[config.mk]
export PLATFORM = sky130hd
export DESIGN_NAME = sp_instr_issuer
export DESIGN_NICKNAME = d
export VERILOG_FILES = /design/src/rtl/sp_instr_issuer.sv
export SDC_FILE = /design/constraint.sdc
export NUM_CORES = 1
export LEC_CHECK = 0
export ABC_AREA = 1
export CAP_MARGIN = 30
export CORE_MARGIN = 8
export CORE_UTILIZATION = 47
export CTS_CLUSTER_SIZE = 25
export DETAILED_ROUTE_END_ITERATION = 12
export GPL_TIMING_DRIVEN = 0
export PLACE_DENSITY = 0.8
export SLEW_MARGIN = 20
export SYNTH_ARGS = -nofsm -noshare
export SYNTH_HDL_FRONTEND = slang
export SYNTH_SLANG_ARGS = --single-unit
[constraint.sdc]
create_clock -name CLK -period 7.1 [get_ports CLK]
set_input_delay 1.065 -clock CLK [delete_from_list [all_inputs] [get_ports CLK]]
set_output_delay 1.065 -clock CLK [all_outputs]
set_load 0.05 [all_outputs]
[src/rtl/sp_instr_issuer.sv]
// sp_instr_issuer
//
// Sits in front of the scratchpad instruction FIFO. It takes one matrix-level
// command per handshake (LOAD, STORE or GEMM) and expands it into FIFO
// entries. LOAD and STORE produce one entry per matrix row. GEMM produces a
// single entry. The block also caps the number of in-flight LOAD+GEMM
// commands, using the scratchpad's completion pulses to retire them.
//
// Ports
//   CLK, RST          clock (rising edge); asynchronous active-high reset
//   cmd_valid/ready   command handshake
//   cmd_op            01 LOAD, 10 STORE, 11 GEMM, 00 illegal
//   cmd_mat           target/destination matrix
//   cmd_base          byte address of row 0 (LOAD/STORE)
//   cmd_srcs          GEMM sources {A,B}
//   instrFIFO_full    back-pressure from the instruction FIFO
//   instrFIFO_WEN     FIFO write strobe
//   instrFIFO_wdata   {op, mat, row, addr}
//   load_complete     one-cycle pulse: one LOAD retired
//   gemm_complete     one-cycle pulse: one GEMM retired
//   busy              expanding a command, or commands still in flight
//   outstanding       in-flight LOAD+GEMM count
//   err               sticky: illegal op or completion underflow
module sp_instr_issuer #(
  parameter int MAT_S_W    = 2,
  parameter int ROW_S_W    = 2,
  parameter int WORD_W     = 32,
  parameter int ROW_STRIDE = 8,
  parameter int MAX_OUT    = 4
) (
  input  logic                                   CLK,
  input  logic                                   RST,
  input  logic                                   cmd_valid,
  output logic                                   cmd_ready,
  input  logic [1:0]                             cmd_op,
  input  logic [MAT_S_W-1:0]                     cmd_mat,
  input  logic [WORD_W-1:0]                      cmd_base,
  input  logic [2*MAT_S_W-1:0]                   cmd_srcs,
  input  logic                                   instrFIFO_full,
  output logic                                   instrFIFO_WEN,
  output logic [2+MAT_S_W+ROW_S_W+WORD_W-1:0]    instrFIFO_wdata,
  input  logic                                   load_complete,
  input  logic                                   gemm_complete,
  output logic                                   busy,
  output logic [3:0]                             outstanding,
  output logic                                   err
);

  localparam int                 NUM_ROWS  = 2 ** ROW_S_W;
  localparam logic [ROW_S_W-1:0] LAST_ROW  = ROW_S_W'(NUM_ROWS - 1);
  localparam logic [WORD_W-1:0]  STRIDE    = WORD_W'(ROW_STRIDE);
  localparam logic [3:0]         MAX_OUT_C = 4'(MAX_OUT);

  localparam logic [1:0] OP_ILL   = 2'b00;
  localparam logic [1:0] OP_STORE = 2'b10;
  localparam logic [1:0] OP_GEMM  = 2'b11;

  typedef enum logic {
    S_IDLE,
    S_ISSUE
  } state_t;

  state_t               state_q, state_d;
  logic [1:0]           op_q, op_d;
  logic [MAT_S_W-1:0]   mat_q, mat_d;
  logic [ROW_S_W-1:0]   row_q, row_d;
  logic [WORD_W-1:0]    addr_q, addr_d;
  logic [3:0]           out_q, out_d;
  logic                 err_q, err_d;

  logic                 write;
  logic                 last_entry;
  logic                 handshake;
  logic                 inc;
  logic [4:0]           sum;
  logic [4:0]           dec;

  // Ready looks only at the registered count, so a completion arriving in
  // the same cycle as a blocked handshake raises ready one cycle later.
  assign cmd_ready  = (state_q == S_IDLE) && (out_q < MAX_OUT_C);
  assign handshake  = cmd_valid && cmd_ready;
  assign write      = (state_q == S_ISSUE) && !instrFIFO_full;
  assign last_entry = (op_q == OP_GEMM) || (row_q == LAST_ROW);

  always_comb begin
    state_d = state_q;
    op_d    = op_q;
    mat_d   = mat_q;
    row_d   = row_q;
    addr_d  = addr_q;
    err_d   = err_q;
    inc     = 1'b0;

    case (state_q)
      S_IDLE: begin
        if (handshake) begin
          if (cmd_op == OP_ILL) begin
            // Consumed but never expanded.
            err_d = 1'b1;
          end else begin
            state_d = S_ISSUE;
            op_d    = cmd_op;
            mat_d   = cmd_mat;
            row_d   = '0;
            // GEMM carries its {A,B} sources in the address field.
            addr_d  = (cmd_op == OP_GEMM) ? WORD_W'(cmd_srcs) : cmd_base;
          end
        end
      end
      S_ISSUE: begin
        if (write) begin
          row_d  = row_q + ROW_S_W'(1);
          addr_d = addr_q + STRIDE;
          if (last_entry) begin
            state_d = S_IDLE;
            inc     = (op_q != OP_STORE);
          end
        end
      end
      default: state_d = S_IDLE;
    endcase

    // Net in-flight change; a completion with nothing to retire clamps at
    // zero and flags the error.
    sum = {1'b0, out_q} + 5'(inc);
    dec = 5'(load_complete) + 5'(gemm_complete);
    if (sum < dec) begin
      out_d = '0;
      err_d = 1'b1;
    end else begin
      out_d = 4'(sum - dec);
    end
  end

  always_ff @(posedge CLK or posedge RST) begin
    if (RST) begin
      state_q <= S_IDLE;
      op_q    <= '0;
      mat_q   <= '0;
      row_q   <= '0;
      addr_q  <= '0;
      out_q   <= '0;
      err_q   <= 1'b0;
    end else begin
      state_q <= state_d;
      op_q    <= op_d;
      mat_q   <= mat_d;
      row_q   <= row_d;
      addr_q  <= addr_d;
      out_q   <= out_d;
      err_q   <= err_d;
    end
  end

  assign instrFIFO_WEN   = write;
  assign instrFIFO_wdata = {op_q, mat_q, row_q, addr_q};
  assign busy            = (state_q != S_IDLE) || (out_q != 4'd0);
  assign outstanding     = out_q;
  assign err             = err_q;

endmodule
=== Yosys cells after proc, flatten, opt, wreduce, memory -nomap -nowiden ===
Cells that the tools add are included.

* Add/sub/neg operators: 5
* Magnitude comparators: 2
* Eq/ne operators: 8
* Mux-type cells: 22
* Bitwise operators: 2
* Reduce and logical (&&, ||, !) cells: 13

{| class="wikitable"
|+ Operator list
! kind !! number
|-
| 32-bit two-way mux || 4
|-
| 32-bit one-hot mux with 2 select lines || 1
|-
| 32-bit by 4-bit adder with 32-bit output (second input constant) || 1
|-
| 1-bit two-way mux || 11
|-
| 3-bit AND reduction || 3
|-
| 2-bit != test (second input constant) || 4
|-
| 2-bit equality test (second input constant) || 3
|-
| 2-bit two-way mux || 3
|-
| 4-bit by 1-bit adder with 5-bit output || 1
|-
| 5-bit by 2-bit less-than comparator with 1-bit output || 1
|-
| 4-bit by 3-bit less-than comparator with 1-bit output (second input constant) || 1
|-
| 4-bit two-way mux || 1
|-
| 2-bit one-hot mux with 2 select lines || 1
|-
| 2-bit nonzero test || 2
|-
| 4-bit nonzero test || 1
|-
| 4-bit by 2-bit subtractor with 4-bit output || 1
|-
| 1-bit logical AND || 3
|-
| 1-bit by 1-bit adder with 2-bit output || 1
|-
| 2-bit by 1-bit adder with 2-bit output (second input constant) || 1
|-
| 2-bit zero test || 1
|-
| 1-bit logical OR || 2
|-
| 2-bit by 1-bit != test with 1-bit output (second input constant) || 1
|-
| 1-bit NOT || 2
|-
| 1-bit one-hot mux with 2 select lines || 1
|-
| 1-bit zero test || 1
|}

* Flip-flop bits (word level): 44
* Input bits: 46
* Output and inout bits: 46
* Logic and storage cells: 59

=== Logic depth before layout (Yosys ltp) ===
Gate-level depths: netlist of run 1.

* Depth in word-level cells: 9
* Depth in mapped cells: 16
* Depth with buffers taken out: 16

=== Worst setup path before layout of run 1 ===
OpenSTA, ideal clock, no wires.

* Path kind: input to register
* Start point: input port instrFIFO_full
* End point: register out_q[0], in the netlist outstanding[0]
* Library setup time: 0.063 ns
* Arrival: 3.431 ns
* Required time: 7.037 ns
* Setup slack: 3.606 ns
* Cell stages on the path: 14
* Buffers on the path: 0
* Cells stage by stage: nor2_2 -> inv_2 -> a21oi_1 -> a21boi_0 -> ha_1 -> ha_1 -> ha_1 -> inv_1 -> o21ai_0 -> nor2_1 -> nand2_1 -> nor2_1 -> or2_2 -> inv_1

* Word-level cells in the longest chain between the ends: 7
* Elaborated cells between the ends (all ways): 8
* Those cells by class: add/sub (2); order compare (1); mux (3); reduce/logical (2)

{| class="wikitable"
|+ RTL lines
! item !! line !! source
|-
| from (decl) || 39 || <nowiki>input logic instrFIFO_full,</nowiki>
|-
| 1-bit zero test (*) || 82 || <nowiki>assign write = (state_q == S_ISSUE) && !instrFIFO_full;</nowiki>
|-
| 1-bit logical AND (*) || 82 ||
|-
| 1-bit two-way mux (*) || 111 || <nowiki>if (write) begin</nowiki>
|-
| 1-bit two-way mux (*) || 94 || <nowiki>case (state_q)</nowiki>
|-
| 4-bit by 1-bit adder with 5-bit output (*) || 125 || <nowiki>sum = {1'b0, out_q} + 5'(inc);</nowiki>
|-
| 4-bit by 2-bit subtractor with 4-bit output / 5-bit by 2-bit less-than comparator with 1-bit output (equally long branches) || 131, 127 ||
|-
| 4-bit two-way mux (*) || 127 || <nowiki>if (sum < dec) begin</nowiki>
|-
| named net out_d[0] || 68 || <nowiki>logic [3:0] out_q, out_d;</nowiki>
|-
| to (signal assigned) || 150 || <nowiki>out_q <= out_d;</nowiki>
|-
| to (decl) || 68 ||
|}

The timed path passes the listed nets; every way through them passes the cells marked *.
A chain may end at the register's enable or synchronous reset.

=== Worst setup path after layout of run 1 ===
* Start point: input port instrFIFO_full
* End point: output port instrFIFO_WEN

* Word-level cells in the longest chain between the ends: 2

{| class="wikitable"
|+ RTL lines
! item !! line !! source
|-
| 1-bit zero test || 82 ||
|-
| 1-bit logical AND || 82 ||
|-
| to (decl) || 40 || <nowiki>output logic instrFIFO_WEN,</nowiki>
|}

No other way between the ends.

==> results of run 1 <==
## power by group through the flow
stage                     sequential (mW)  clock, mW  combinational, mW
final                               0.521      0.188               1.26
after global routing                0.541      0.201               1.36
after CTS                           0.519      0.189               1.27
after detailed placement            0.522          0               1.26
after global placement              0.518          0               1.24
after floorplan                     0.871          0              0.476
## worst min path at each step
stage / slack [ps] / start / to / cells after the start
2_1_floorplan: 750 / mat_q[0] / mat_q[0] / 2
3_3_place_gp: 460 / mat_q[1] / mat_q[1] / 2
5_1_grt: 520 / mat_q[1] / mat_q[1] / 2
4_1_cts: 490 / mat_q[1] / mat_q[1] / 2
6_report: 490 / mat_q[1] / mat_q[1] / 2
3_5_place_dp: 470 / mat_q[1] / mat_q[1] / 2
## cell usage after synthesis
cell | instances | area, µm²
nor2_2 | 3 | 18.8
o21ai_0 | 33 | 165
a21boi_0 | 1 | 7.51
buf_1 | 1 | 3.75
xnor2_1 | 2 | 17.5
o21bai_1 | 1 | 7.51
nor2_1 | 63 | 236
or2_2 | 1 | 6.26
buf_2 | 3 | 15.0
nor3_4 | 1 | 16.3
o211ai_1 | 1 | 7.51
clkbuf_1 | 8 | 30.0
nand4_1 | 3 | 18.8
fa_1 | 1 | 20.0
nand2_1 | 143 | 537
ha_1 | 7 | 87.6
inv_1 | 46 | 173
buf_6 | 1 | 11.3
a31oi_1 | 5 | 31.3
nand3_1 | 40 | 200
buf_4 | 1 | 7.51
nor2_8 | 1 | 20.0
inv_2 | 3 | 11.3
dfrtp_1 | 44 | 1100
nand3b_1 | 5 | 37.5
nand2_2 | 1 | 6.26
a22o_1 | 2 | 17.5
a21oi_1 | 27 | 135
nand2_4 | 1 | 11.3
xor2_1 | 5 | 43.8
nor2_4 | 1 | 11.3
a21o_1 | 1 | 7.51
## per-stage QoR
stage | util | setup slack (ps)
final | 0.661 | 3420
after global routing | 0.661 | 3220
after CTS | 0.661 | 3400
after detailed placement | 0.645 | 3170
after global placement | 0.642 | 3240
after floorplan | - | 3610
## cells in the final DEF (no fill, tap or decap), drive strengths merged
master and n:
nand2 145, clkdlybuf4s50 91, nor2 68, inv 49
dfrtp 44, nand3 40, o21ai 33, a21oi 27
clkbuf 13, ha 7, buf 7, nand3b 5
xor2 5, a31oi 5, nand4 3, xnor2 2
a22o 2, nor3 1, o21bai 1, a21boi 1
or2 1, o211ai 1, a21o 1, fa 1
bufinv 1
## area by class of cell
| type | count | area [µm²] |
|---|---|---|
| clock buffers | 5 | 68.8 |
| multi-input cells | 349 | 1670 |
| fillers | 555 | 2130 |
| repair buffers | 92 | 931 |
| clock inverters | 1 | 30.0 |
| flip-flops and latches | 44 | 1100 |
| plain buffers | 14 | 67.6 |
| well taps | 77 | 96.3 |
| inverters | 49 | 184 |
## per-layer routing
metal | share of wire | wire (µm) | up-vias | global-route usage
li1 | - | - | 1652 | -
met1 | 0.41 | 4030 | 1523 | 0.268
met2 | 0.47 | 4700 | 129 | 0.365
met3 | 0.098 | 968 | 18 | 0.0601
met4 | 0.021 | 213 | 0 | 0.0755
met5 | 0 | 0 | - | 0
## state kept, by name, summed over array words and instances, names as in the netlist
register and count:
row_q 2, state_q 1, addr_q 32, err 1, mat_q 2, outstanding 4, op_q 2
## logic make-up (layout without fill, tap and decap cells)
kind of cell    Yosys count  count (layout)  synth area share
flops                    44              44             0.365
compound gates           71              71             0.126
fa+ha+maj                 8               8            0.0356
simple gates            263             263             0.371
xor+xnor                  7               7            0.0203
buf+inv                  63             161            0.0833
## worst register-to-register path, cell delays in order (launching register included)
cell      delay (ps)
dfrtp_1          480
inv_2            150
nor2_2           250
inv_2            120
a21oi_1          150
a21boi_0         250
ha_1             210
ha_1             260
ha_1             310
inv_1             50
o21ai_0           60
nor2_1           190
nand2_1           80
nor2_1           150
inv_1             90
nand2_1           70
inv_1             40
==> metrics, run 1 <==
Syn Std Cell Area=0.00302 mm²; CTS H-tree lvls=2; net count after synthesis=510; final hold slack=489 ps; Overflow after GRT=0; ANT cells=0; total track usage=0.220; delay-heaviest family, CP=buffers and inverters; clock share of power=0.096; routed length per instance=15.7 µm; Max Root-Sink Buffers=2; IO Port Bufs=91; CP Launch Type=primary input; Die H=96.2 µm; Starting Density=0.481; Post-Syn Instances=456; Leakage=1.94 nW; Combinational Power Share=0.640; post-cts repair resize count=0; drt via density=5.26; CTS root buffer=clkbuf_8; die area=0.00925 mm²; placed cell count=625; largest net degree at the start of global routing=27; number of buffers and inverters on the critical path=2; Min-Delay Path Class=reg2reg; Antenna Nets Post-Route=0; # hold bufs at CTS=0; most used cell, CP=clkdlybuf4s50_1; CP Cell Sequence=clkdlybuf4s50_1 > nor2_2 > clkdlybuf4s50_1; crit end category=output pin; R2R Setup Slk=4080 ps; slowest stage delay, CP=860 ps; YS warnings=0; fin area=0.00415 mm²; CP max-delay cell=clkdlybuf4s50_1; gpl congestion=0.939; pwr dens=475 mW/mm²; Seq pwr share=0.265; Slew @ Worst Pin=635 ps; crit path kind=in2out; Max Slew Vio Count=0; placed wire-length estimate=7.69 mm; clk_skew=9.96 ps; FP Rows=29; Critical Path End=instrFIFO_WEN; WP depth=3; initial antenna violation count=0; Critical Path RT=6030 ps; final WL=9.91 mm; # setup viols final=0; NumNets Final=609; drt pass-1 iters=5; Num CTS Buffers=5; Worst slew margin=0.577; Worst-path clk slew=80 ps; Crit Path Max Fanout=4; core area=0.00628 mm²; MaxCap Viol Count=0; Arrival @ worst endpoint=2620 ps; fin crit share=0.519; total power=1.97 mW; die width=96.2 µm; Worst Setup SP=instrFIFO_full; status=complete, no violations; CTS tree=yes; highest clock rate=271 MHz; unrepaired setup endpoints after global routing=false; post-route DRC violation count=0; R2R Path End=outstanding[1]; Initial DRC Count=180; count of state elements after synthesis=44; cell-internal power=888 µW; post-synth cell types=32; fin crit period=3680 ps; Clock Latency Late Sink=300 ps; sequential area share after synthesis=0.365; via count=3322; final hold vios=0; setup_tns=0 ps; Setup Fix Bufs, Post-CTS=0; FF-to-FF path depth=16; dpl cell area=0.00405 mm²; top-level I/O count=92; synthesis-to-finish area growth=37.3%; first-pass GRT wire length=15.9 mm; Switching Fraction=0.549; Worst VDD drop=0.245 mV; share of cells above drive strength 1=0.0451; P_sw=1.08 mW; vias in the first global route=3210; synthesized area per cell=6.62 µm²; non-filler cells in the finished layout=631; worst r2r src=state_q; number of clock sinks=44
Note: power is estimated with default switching activity, not from simulation.
==> inputs of run 2 (changes only) <==
--- a/config.mk
+++ b/config.mk
@@ -8,11 +8,11 @@
 export ABC_AREA = 1
 export CAP_MARGIN = 30
 export CORE_MARGIN = 8
-export CORE_UTILIZATION = 47
+export CORE_UTILIZATION = 43
 export CTS_CLUSTER_SIZE = 25
 export DETAILED_ROUTE_END_ITERATION = 12
 export GPL_TIMING_DRIVEN = 0
-export PLACE_DENSITY = 0.8
+export PLACE_DENSITY = 0.77
 export SLEW_MARGIN = 20
 export SYNTH_ARGS = -nofsm -noshare
 export SYNTH_HDL_FRONTEND = slang
==> constraint.sdc (replaced) <==
create_clock -name CLK -period 3.11 [get_ports CLK]
set_input_delay 0.4665 -clock CLK [delete_from_list [all_inputs] [get_ports CLK]]
set_output_delay 0.4665 -clock CLK [all_outputs]
set_load 0.05 [all_outputs]
==> metrics, run 2 (same netlist as run 1, synthesis figures left out) <==
FP Rows=30; via count=3357; top-level I/O count=92; Initial DRC Count=295; highest clock rate=343 MHz; final WL=9.91 mm; max reg flops=32; IO Port Bufs=91; final hold vios=0; Slew @ Worst Pin=687 ps; crit end category=register; vias in the first global route=3247; die width=99.8 µm; share of cells above drive strength 1=0.0504; Antenna Nets Post-Route=0; CP max-delay cell=clkdlybuf4s50_1; Leakage=1.94 nW; Overflow after GRT=0; synthesis-to-finish area growth=37.9%; delay-heaviest family, CP=adder cells; NumNets Final=610; core area=0.00679 mm²; fin crit share=0.939; CP Cell Sequence=clkdlybuf4s50_1 > nor2_4 > inv_2 > a21oi_1 > a21boi_1 > ha_1 > ha_1 > ha_1 > inv_1 > o21ai_0 > nor2_1 > nand2_1 > nor2_1 > inv_1 > nand2_1 > inv_1; Largest Register=addr_q; post-route DRC violation count=0; largest net degree at the start of global routing=30; number of buffers and inverters on the critical path=5; slowest stage delay, CP=450 ps; CTS tree=yes; Num CTS Buffers=5; placed wire-length estimate=7.65 mm; die area=0.00996 mm²; Critical Path RT=3310 ps; ANT cells=0; drt via density=5.15; Worst-path clk slew=90 ps; WP depth=16; CTS H-tree lvls=2; FF-to-FF path depth=16; final hold slack=448 ps; routed length per instance=15.2 µm; clk_skew=7.39 ps; MaxCap Viol Count=0; initial antenna violation count=0; fin crit period=2920 ps; final core occ=0.613; Die H=99.8 µm; Arrival @ worst endpoint=3120 ps; pwr dens=1070 mW/mm²; Clock Latency Late Sink=310 ps; setup_tns=0 ps; total track usage=0.203; CP Launch Type=primary input; Starting Density=0.445; commonest non-fill, non-tap cell in the layout=nand2_1; CTS root buffer=clkbuf_8; gpl congestion=0.947; Worst VDD drop=0.484 mV; Min-Delay Path Class=in2async; Max Root-Sink Buffers=2; Worst slew margin=0.542; # setup viols final=0; Max Slew Vio Count=0; crit path kind=in2reg; Crit Path Max Fanout=4; first-pass GRT wire length=16.1 mm; status=complete, no violations; most frequent cells in the layout=nand2_1 (143), clkdlybuf4s50_1 (91), nor2_1 (63); number of clock sinks=44; drt pass-1 iters=5
## run 2: worst paths after layout
check	end	slack, ps	from
max	outstanding[2]	190	instrFIFO_full
min	addr_q[7]	450	RST
max reg2reg	outstanding[2]	300	state_q
min reg2reg	mat_q[1]	490	mat_q[1]
max in group asynchronous	state_q	2170	RST
min in group CLK	mat_q[1]	490	mat_q[1]
## run 2: layout make-up
| type | count | area (µm²) |
|---|---|---|
| flip-flops and latches | 44 | 1100 |
| multi-input cells | 349 | 1670 |
| inverters | 49 | 184 |
| fillers | 657 | 2630 |
| repair buffers | 93 | 938 |
| clock buffers | 5 | 68.8 |
| well taps | 96 | 120 |
| plain buffers | 14 | 67.6 |
| clock inverters | 2 | 12.5 |
## run 2: power by group
part           internal [mW]  switching (mW)  leakage, nW
registers              0.840           0.351        0.532
clock network          0.152           0.203       0.0400
logic                  0.972            1.93         1.36
total                   1.96            2.48         1.94
## run 2: timing repair
item | 4_1_cts | 5_1_grt
endpoints found under the setup margin | 0 | 4
buffers inserted | 0 | 1
hold buffers | 0 | 0
gates resized for setup | 0 | 3
## run 2: per-layer routing
metal | vias up | track usage | routed length, µm
li1 | 1656 | - | -
met1 | 1536 | 0.247 | 4170
met2 | 139 | 0.331 | 4580
met3 | 26 | 0.0519 | 881
met4 | 0 | 0.0861 | 279
met5 | - | 0 | 0
## run 2: per-stage QoR
step / total power, mW / setup WS, ps / instances / area, µm²
3_3_place_gp: 4.01 / -46.0 / 643 / 4050
5_1_grt: 4.75 / -30.9 / 652 / 4170
6_report: 4.45 / 191 / 652 / 4170
4_1_cts: 4.44 / 149 / 651 / 4150
3_5_place_dp: 4.07 / -136 / 644 / 4070
2_1_floorplan: 3.07 / 167 / 456 / 3020
==> inputs of run 3 (changes only) <==
--- a/config.mk
+++ b/config.mk
@@ -13,7 +13,8 @@
 export DETAILED_ROUTE_END_ITERATION = 12
 export GPL_TIMING_DRIVEN = 0
 export PLACE_DENSITY = 0.77
-export SLEW_MARGIN = 20
+export SKIP_LAST_GASP = 1
+export SLEW_MARGIN = 15
 export SYNTH_ARGS = -nofsm -noshare
 export SYNTH_HDL_FRONTEND = slang
 export SYNTH_SLANG_ARGS = --single-unit
==> results of run 3 <==
The final DEF is identical to that of run 2; final timing and power are the same.
